===== config.mk =====
export PLATFORM = sky130hd
export DESIGN_NAME = stopwatch_ctrl
export DESIGN_NICKNAME = d
export VERILOG_FILES = /design/src/rtl/stopwatch_pkg.sv /design/src/rtl/key_debounce.sv /design/src/rtl/stopwatch_ctrl.sv
export SDC_FILE = /design/constraint.sdc
export NUM_CORES = 1
export LEC_CHECK = 0
export CORE_AREA = 2 2 98 100
export CTS_CLUSTER_SIZE = 25
export DETAILED_ROUTE_END_ITERATION = 10
export DIE_AREA = 0 0 100 102
export MAX_ROUTING_LAYER = met4
export PLACE_DENSITY_LB_ADDON = 0.25
export SLEW_MARGIN = 15
export SYNTH_ARGS = -nofsm -noshare
export SYNTH_HDL_FRONTEND = slang
export SYNTH_SLANG_ARGS = --single-unit
export TNS_END_PERCENT = 20

===== constraint.sdc =====
create_clock -name clk -period 6.4 [get_ports clk]
set_input_delay 1.92 -clock clk [delete_from_list [all_inputs] [get_ports clk]]
set_output_delay 1.92 -clock clk [all_outputs]
set_load 0.02 [all_outputs]

===== src/rtl/stopwatch_pkg.sv =====
// Shared definitions for the stopwatch controller: FSM state encodings and bus width default.
package stopwatch_pkg;

    typedef enum logic [1:0] {
        IDLE  = 2'b00,
        RUN   = 2'b01,
        PAUSE = 2'b10,
        LAP   = 2'b11
    } sw_state_t;

    localparam int BCD_W_DEFAULT = 24;

endpackage


===== src/rtl/key_debounce.sv =====
// Conditions one raw active-low push button: 2-FF synchronizer, stable-level filter
// and a one-cycle press pulse on each accepted high-to-low change.
module key_debounce #(
    parameter int DEBOUNCE_CYCLES = 1_000_000
) (
    input  logic clk,
    input  logic rst,
    input  logic key,
    output logic press
);

    localparam int CW = (DEBOUNCE_CYCLES > 1) ? $clog2(DEBOUNCE_CYCLES) : 1;
    localparam logic [CW-1:0] LAST = CW'(DEBOUNCE_CYCLES - 1);

    logic          sync1;
    logic          sync2;
    logic          level;
    logic [CW-1:0] count;
    logic [1:0]    warm;
    logic          armed;
    logic          accept;

    assign accept = (sync2 != level) && (count == LAST);

    always_ff @(posedge clk or posedge rst) begin
        if (rst) begin
            sync1 <= 1'b1;
            sync2 <= 1'b1;
        end else begin
            sync1 <= key;
            sync2 <= sync1;
        end
    end

    // The count is the run length of consecutive samples disagreeing with the filtered level.
    always_ff @(posedge clk or posedge rst) begin
        if (rst) begin
            level <= 1'b1;
            count <= '0;
        end else if (sync2 == level) begin
            count <= '0;
        end else if (count == LAST) begin
            level <= sync2;
            count <= '0;
        end else begin
            count <= count + CW'(1);
        end
    end

    // Presses are only honoured once a genuine released level has been seen after reset,
    // so a key held down through reset stays silent until it is released and pressed again.
    always_ff @(posedge clk or posedge rst) begin
        if (rst) begin
            warm  <= 2'b00;
            armed <= 1'b0;
            press <= 1'b0;
        end else begin
            warm <= {warm[0], 1'b1};
            if (warm[1] && sync2 && level) begin
                armed <= 1'b1;
            end
            press <= accept && level && !sync2 && armed;
        end
    end

endmodule


===== src/rtl/stopwatch_ctrl.sv =====
// Stopwatch control FSM: debounced start/stop and lap/clear keys drive the counter
// enable/clear, the lap capture register and the display mux/blanking.
module stopwatch_ctrl
    import stopwatch_pkg::*;
#(
    parameter int DEBOUNCE_CYCLES = 1_000_000,
    parameter int BCD_W           = BCD_W_DEFAULT
) (
    input  logic             clk,
    input  logic             rst,
    input  logic             tick,
    input  logic             key_ss,
    input  logic             key_lap,
    input  logic [BCD_W-1:0] cnt_bcd,
    output logic             cnt_en,
    output logic             cnt_clr,
    output logic [BCD_W-1:0] disp_bcd,
    output logic             disp_blank,
    output logic [1:0]       state
);

    sw_state_t        cur;
    sw_state_t        nxt;
    logic             ss_press;
    logic             lap_press;
    logic             clr_next;
    logic             capture;
    logic             blank_next;
    logic [BCD_W-1:0] lap_reg;

    key_debounce #(.DEBOUNCE_CYCLES(DEBOUNCE_CYCLES)) u_ss (
        .clk   (clk),
        .rst   (rst),
        .key   (key_ss),
        .press (ss_press)
    );

    key_debounce #(.DEBOUNCE_CYCLES(DEBOUNCE_CYCLES)) u_lap (
        .clk   (clk),
        .rst   (rst),
        .key   (key_lap),
        .press (lap_press)
    );

    // Start/stop wins over a coincident lap press, which is then simply dropped.
    always_comb begin
        nxt      = cur;
        clr_next = 1'b0;
        capture  = 1'b0;
        if (ss_press) begin
            case (cur)
                IDLE:  nxt = RUN;
                RUN:   nxt = PAUSE;
                PAUSE: nxt = RUN;
                LAP:   nxt = PAUSE;
            endcase
        end else if (lap_press) begin
            case (cur)
                IDLE:  clr_next = 1'b1;
                RUN: begin
                    nxt     = LAP;
                    capture = 1'b1;
                end
                LAP:   nxt = RUN;
                PAUSE: begin
                    nxt      = IDLE;
                    clr_next = 1'b1;
                end
            endcase
        end
        blank_next = ((cur == PAUSE) && (nxt == PAUSE)) ? (disp_blank ^ tick) : 1'b0;
    end

    always_ff @(posedge clk or posedge rst) begin
        if (rst) begin
            cur        <= IDLE;
            cnt_clr    <= 1'b0;
            disp_blank <= 1'b0;
            lap_reg    <= '0;
        end else begin
            cur        <= nxt;
            cnt_clr    <= clr_next;
            disp_blank <= blank_next;
            if (capture) begin
                lap_reg <= cnt_bcd;
            end
        end
    end

    assign cnt_en   = tick && ((cur == RUN) || (cur == LAP));
    assign disp_bcd = (cur == LAP) ? lap_reg : cnt_bcd;
    assign state    = cur;

endmodule


==> results.py, run 1 <==
metrics = {
    "status": {
        "status": "completed",
    },
    "worst_hold_path": {
        "hold_start": "u_ss.sync1",
        "hold_path.class": "reg2reg",
        "hold_depth": 0,
        "holdPathEnd": "u_ss.sync2",
    },
    "clocking": {
        "numCtsBuffers": 9,
        "clock_latency_ns": 0.34,
        "cts_max_level": 3,
        "post_cts_buffers": 0,
        "path_clk_slew_ns": 0.08,
        "clock_sinks": 80,
        "tritoncts": "done",
        "ctsResizeCount": 0,
        "clock_path_buffers": 2,
        "cts_hold_buf": 0,
        "clockRootBuffer": "clkbuf_8",
    },
    "placement": {
        "dp_slack_ns": 1.32,
        "place_area_um2": 4420,
        "hpwl_um": 4940,
        "place.gp.congestion": 0.839,
        "portBuffers": 57,
    },
    "timing": {
        "period_share": 0.794,
        "rsz0062_at_grt": "false",
        "setup_viol": 0,
        "layout_setup_ws_ns": 1.32,
        "max_freq_ghz": 0.197,
        "finalSetupTns_ns": 0,
        "slew_viol_final": 0,
        "worst_pin_slew_ns": 1.09,
        "slew-limit-headroom": 0.272,
        "period_needed_ns": 5.08,
        "holdWs_ns": 0.358,
        "hold_viol_final": 0,
        "finClkSkew_ns": 0.00966,
    },
    "pwr": {
        "comb_power_share": 0.071,
        "p_leak_nw": 1.98,
        "internal_power_w": 0.000809,
        "p_sw_w": 0.000226,
        "p_seq_frac": 0.499,
        "powerDensity_nw_per_um2": 222,
        "switching_share": 0.218,
        "ir_worst_vdd_mv": 0.106,
        "clkPwrFrac": 0.430,
    },
    "floorplan": {
        "die_h_um": 102,
        "core_area_um2": 9110,
        "die-area_um2": 10200,
        "die_w_um": 100,
        "fp-row-count": 35,
        "num_io_pins": 58,
        "initial_core_util": 0.410,
    },
    "logic_synthesis": {
        "ys_seq_elements": 80,
        "synthesis.nets": 350,
        "ys_top_cells_by_count": "74 x dfrtp_1, 49 x mux2_2, 27 x nor2_1",
        "synthCells": 319,
        "yosysMostFrequentCell": "dfrtp_1",
        "yosys.area.top_type_share": 0.496,
        "yosys-top-cells-area": "dfrtp_1 50%, mux2_2 15%, dfstp_2 4.2%",
        "synth_edf_count": 0,
        "netlist_area_um2": 3730,
        "async_flop_share": 1.00,
        "ys_seq_area_frac": 0.538,
        "synth.avg_cell_area_um2": 11.7,
        "synth_top_cell_by_area": "dfrtp_1",
        "yosys_warnings": 0,
        "yosysUniqueCellTypes": 42,
        "synthFlopType": "dfrtp_1",
    },
    "global_routing": {
        "grt_pass1_wl_um": 12000,
        "gr-total-overflow": 0,
        "grt_usage": 0.155,
        "antenna_found_initial": 0,
        "grt_pass1_vias": 2517,
        "grt_max_degree": 47,
    },
    "finish": {
        "fin_nets": 410,
        "layout-drive-gt1-share": 0.221,
        "multiInputGateArea_um2": 1660,
        "nFillCells": 808,
        "syn2layout_area_growth_pct": 25.0,
        "fin_area_um2": 4670,
        "regArea_um2": 2010,
        "largest_reg_flops": 24,
        "fin_util": 0.512,
        "diodes": 0,
    },
    "critical_path": {
        "cp.required_ns": 4.48,
        "worstSetupEndpointType": "output port",
        "cp-start-kind": "input port",
        "r2r-end": "u_lap.count[9]",
        "crit_type": "in2out",
        "ff2ff_setup_slack_ns": 4.00,
        "reg2reg_from": "u_lap.count[6]",
        "r2r_cells": 4,
        "cp_max_fo": 2,
        "worstPathArrival_ns": 3.16,
    },
    "drt": {
        "num_vias": 2613,
        "drtIter0Drc": 117,
        "first_pass_iters": 4,
        "wirelength_um": 7280,
        "drtAntennaViolNets": 0,
        "drt_drc_violations_left": 0,
        "wl_per_cell_um": 14.7,
        "vias_per_cell": 5.28,
    },
    "run": {
        "maxCapViolations": 0,
    },
}
-- layout by cell type, fill, tap and decap left out, drive strengths merged, types with 2 or more instances in the layout --
| cell type | Yosys | layout |
|---|---|---|
| dfrtp | 74 | 74 |
| nor4 | 6 | 6 |
| a31o | 2 | 2 |
| clkdlybuf4s50 | 0 | 57 |
| xor2 | 16 | 16 |
| buf | 2 | 2 |
| and3 | 6 | 6 |
| nand2 | 12 | 12 |
| or3 | 6 | 6 |
| and4 | 5 | 5 |
| o21ai | 7 | 7 |
| bufinv | 0 | 3 |
| nor3 | 5 | 5 |
| or4b | 2 | 2 |
| clkbuf | 8 | 9 |
| ha | 2 | 2 |
| mux2 | 50 | 50 |
| o31ai | 9 | 9 |
| nor2 | 27 | 27 |
| xnor2 | 12 | 12 |
| inv | 7 | 7 |
| clkinv | 0 | 2 |
| nand3 | 18 | 18 |
| or4 | 9 | 9 |
| a21oi | 12 | 12 |
| dfstp | 6 | 6 |
| nand4 | 6 | 6 |
| clkinvlp | 0 | 2 |
-- power by group through the flow --
stage | combinational [W] | sequential, W | clock (W)
floorplan | 0.0000353 | 0.000525 | 0
global placement | 0.0000740 | 0.000525 | 0
detailed placement | 0.0000748 | 0.000526 | 0
CTS | 0.0000754 | 0.000516 | 0.000462
global route | 0.0000806 | 0.000517 | 0.000480
finish | 0.0000738 | 0.000516 | 0.000445
-- worst max path at each step --
stage                      from           end  slack, ns  cells past startpoint
global placement    cnt_bcd[21]  disp_bcd[21]       1.33                      3
detailed placement   cnt_bcd[1]   disp_bcd[1]       1.32                      3
global route         cnt_bcd[1]   disp_bcd[1]       1.28                      3
finish               cnt_bcd[2]   disp_bcd[2]       1.32                      3
floorplan            cnt_bcd[0]   disp_bcd[0]       2.25                      1
CTS                  cnt_bcd[1]   disp_bcd[1]       1.31                      3
-- through the flow --
stage	total power (W)	instances
2_1_floorplan	0.000560	319
4_1_cts	0.00105	495
3_5_place_dp	0.000601	479
3_3_place_gp	0.000600	479
6_report	0.00103	495
5_1_grt	0.00108	495
-- layer usage --
metal  part of all wire  vias up  GRT usage
met4              0.010        0     0.0727
met5                  0        -          -
li1                   -     1266          -
met3              0.042        5     0.0301
met2               0.46       64      0.236
met1               0.49     1278      0.202
-- critical path: stages --
cell	delay [ns]
clkdlybuf4s50_1	0.42
mux2_2	0.27
clkdlybuf4s50_1	0.55
-- final cells by class --
class | instances | share of cell area
flip-flops and latches | 80 | 0.431
multi-input cells | 222 | 0.356
repair buffers | 59 | 0.126
well taps | 111 | 0.0298
clock buffers | 9 | 0.0265
clock inverters | 7 | 0.0255
inverters | 7 | 0.00590
-- cells by family after synthesis --
| logic type | count (synthesis) | share of synthesized area |
|---|---|---|
| AND/OR/NAND/NOR | 111 | 0.167 |
| flip-flops | 80 | 0.538 |
| multiplexers | 50 | 0.152 |
| AO/OA/AOI/OAI | 30 | 0.0519 |
| XOR/XNOR | 28 | 0.0657 |
| buffers and inverters | 17 | 0.0181 |
| adder cells (fa/ha/maj) | 2 | 0.00670 |
| other | 1 | 0.00100 |
Power figures use the tool's default switching activity.
==> run 2: changes to the inputs <==
==> constraint.sdc (replaced) <==
create_clock -name clk -period 4.3 [get_ports clk]
set_input_delay 1.29 -clock clk [delete_from_list [all_inputs] [get_ports clk]]
set_output_delay 1.29 -clock clk [all_outputs]
set_load 0.02 [all_outputs]
==> results.py, run 2 (synthesis results as in run 1) <==
metrics = {
    "status": {
        "status": "completed",
    },
    "critical_path": {
        "path_common_cell": "clkdlybuf4s50_1",
        "cp.required_ns": 3.01,
        "crit_path_cell_trace": "clkdlybuf4s50_1 > mux2_2 > clkdlybuf4s50_1",
        "reg2reg_from": "u_lap.count[11]",
        "crit_type": "in2out",
        "ff2ff_setup_slack_ns": 1.90,
        "r2r-end": "u_lap.count[4]",
        "cpPeakStageDelay_ns": 0.55,
        "critPathSlowestCell": "clkdlybuf4s50_1",
        "cp-start-kind": "input port",
        "worstPathArrival_ns": 2.54,
        "worstSetupEndpointType": "output port",
        "cp_max_fo": 2,
        "r2r_cells": 4,
    },
    "finish": {
        "final_cell_mix": "74 x dfrtp_1, 57 x clkdlybuf4s50_1, 49 x mux2_2",
        "regArea_um2": 2010,
        "syn2layout_area_growth_pct": 25.2,
        "largest_reg_flops": 24,
        "diodes": 0,
        "final_common_cell": "dfrtp_1",
        "layout-drive-gt1-share": 0.220,
        "fin_util": 0.513,
        "nFillCells": 815,
        "multiInputGateArea_um2": 1660,
        "fin_nets": 412,
        "instances_no_fill": 497,
    },
    "global_routing": {
        "grt_max_degree": 63,
        "gr-total-overflow": 0,
        "grt_usage": 0.155,
        "antenna_found_initial": 0,
        "grt_pass1_wl_um": 12100,
        "grt_pass1_vias": 2619,
    },
    "floorplan": {
        "die_w_um": 100,
        "core_area_um2": 9110,
        "die_h_um": 102,
        "die-area_um2": 10200,
        "initial_core_util": 0.410,
        "num_io_pins": 58,
        "fp-row-count": 35,
    },
    "timing": {
        "worst_pin_slew_ns": 1.10,
        "finClkSkew_ns": 0.00787,
        "layout_setup_ws_ns": 0.474,
        "period_needed_ns": 3.83,
        "finalSetupTns_ns": 0,
        "max_freq_ghz": 0.261,
        "slew-limit-headroom": 0.268,
        "hold_viol_final": 0,
        "slew_viol_final": 0,
        "holdWs_ns": 0.355,
        "rsz0062_at_grt": "false",
        "period_share": 0.890,
        "setup_viol": 0,
    },
    "drt": {
        "first_pass_iters": 6,
        "wirelength_um": 7250,
        "drt_drc_violations_left": 0,
        "drtIter0Drc": 104,
        "vias_per_cell": 5.37,
        "wl_per_cell_um": 14.6,
        "num_vias": 2667,
        "drtAntennaViolNets": 0,
    },
    "clocking": {
        "clockRootBuffer": "clkbuf_8",
        "ctsResizeCount": 0,
        "path_clk_slew_ns": 0.08,
        "numCtsBuffers": 9,
        "cts_max_level": 3,
        "tritoncts": "done",
        "clock_sinks": 80,
        "clock_latency_ns": 0.34,
        "cts_hold_buf": 0,
        "clock_path_buffers": 2,
        "post_cts_buffers": 0,
    },
    "pwr": {
        "p_leak_nw": 1.99,
        "ir_worst_vdd_mv": 0.125,
        "powerDensity_nw_per_um2": 327,
    },
    "placement": {
        "place.gp.congestion": 0.804,
        "hpwl_um": 4800,
        "dp_cells": 481,
        "portBuffers": 57,
        "dp_slack_ns": 0.480,
    },
    "worst_hold_path": {
        "hold_start": "u_lap.warm[0]",
        "holdPathEnd": "u_lap.warm[1]",
        "hold_path.class": "reg2reg",
        "hold_depth": 0,
    },
    "run": {
        "maxCapViolations": 0,
    },
}
## run 2: cell count changes in the layout (fill, tap and decap cells not counted)
cell      before  now
clkinv_2       2    0
inv_6          1    0
inv_4          0    1
clkbuf_1       0    2
buf_4          2    4
## run 2: layout make-up
cell class                 instances  share of cell area
timing repair buffer              61               0.128
inverter                           7             0.00615
sequential                        80               0.430
multi-input combinational        222               0.355
tap                              111              0.0297
clock inverter                     5              0.0225
clock buffer                      11              0.0281
## run 2: worst max-delay path by stage
stage / startpoint / to / slack (ns) / cells after the start
floorplan: rst / cnt_clr / 0.97 / 1
global placement: cnt_bcd[21] / disp_bcd[21] / 0.49 / 3
detailed placement: cnt_bcd[5] / disp_bcd[5] / 0.48 / 3
CTS: cnt_bcd[5] / disp_bcd[5] / 0.47 / 3
global route: cnt_bcd[5] / disp_bcd[5] / 0.45 / 3
finish: cnt_bcd[5] / disp_bcd[5] / 0.47 / 3
## run 2: routing by layer
layer / global-route usage / vias to the layer above / part of all wire
li1: - / 1277 / -
met1: 0.194 / 1297 / 0.48
met2: 0.239 / 79 / 0.45
met3: 0.0321 / 14 / 0.048
met4: 0.0801 / 0 / 0.022
met5: - / - / 0
## run 2: power breakdown
group	switching [W]	internal, W
logic	0.0000528	0.0000577
registers	0.00000682	0.000761
clock network	0.000266	0.000386
total	0.000325	0.00120
## run 2: worst max-delay path: cells and delay by family
| kind | cells | cell delay (ns) |
|---|---|---|
| multiplexers | 1 | 0.27 |
| buffers and inverters | 2 | 0.98 |
## run 2: through the flow
stage	total power, W	instance area, µm²
2_1_floorplan	0.000833	3730
3_3_place_gp	0.000893	4440
3_5_place_dp	0.000894	4440
4_1_cts	0.00155	4670
5_1_grt	0.00160	4680
6_report	0.00153	4680
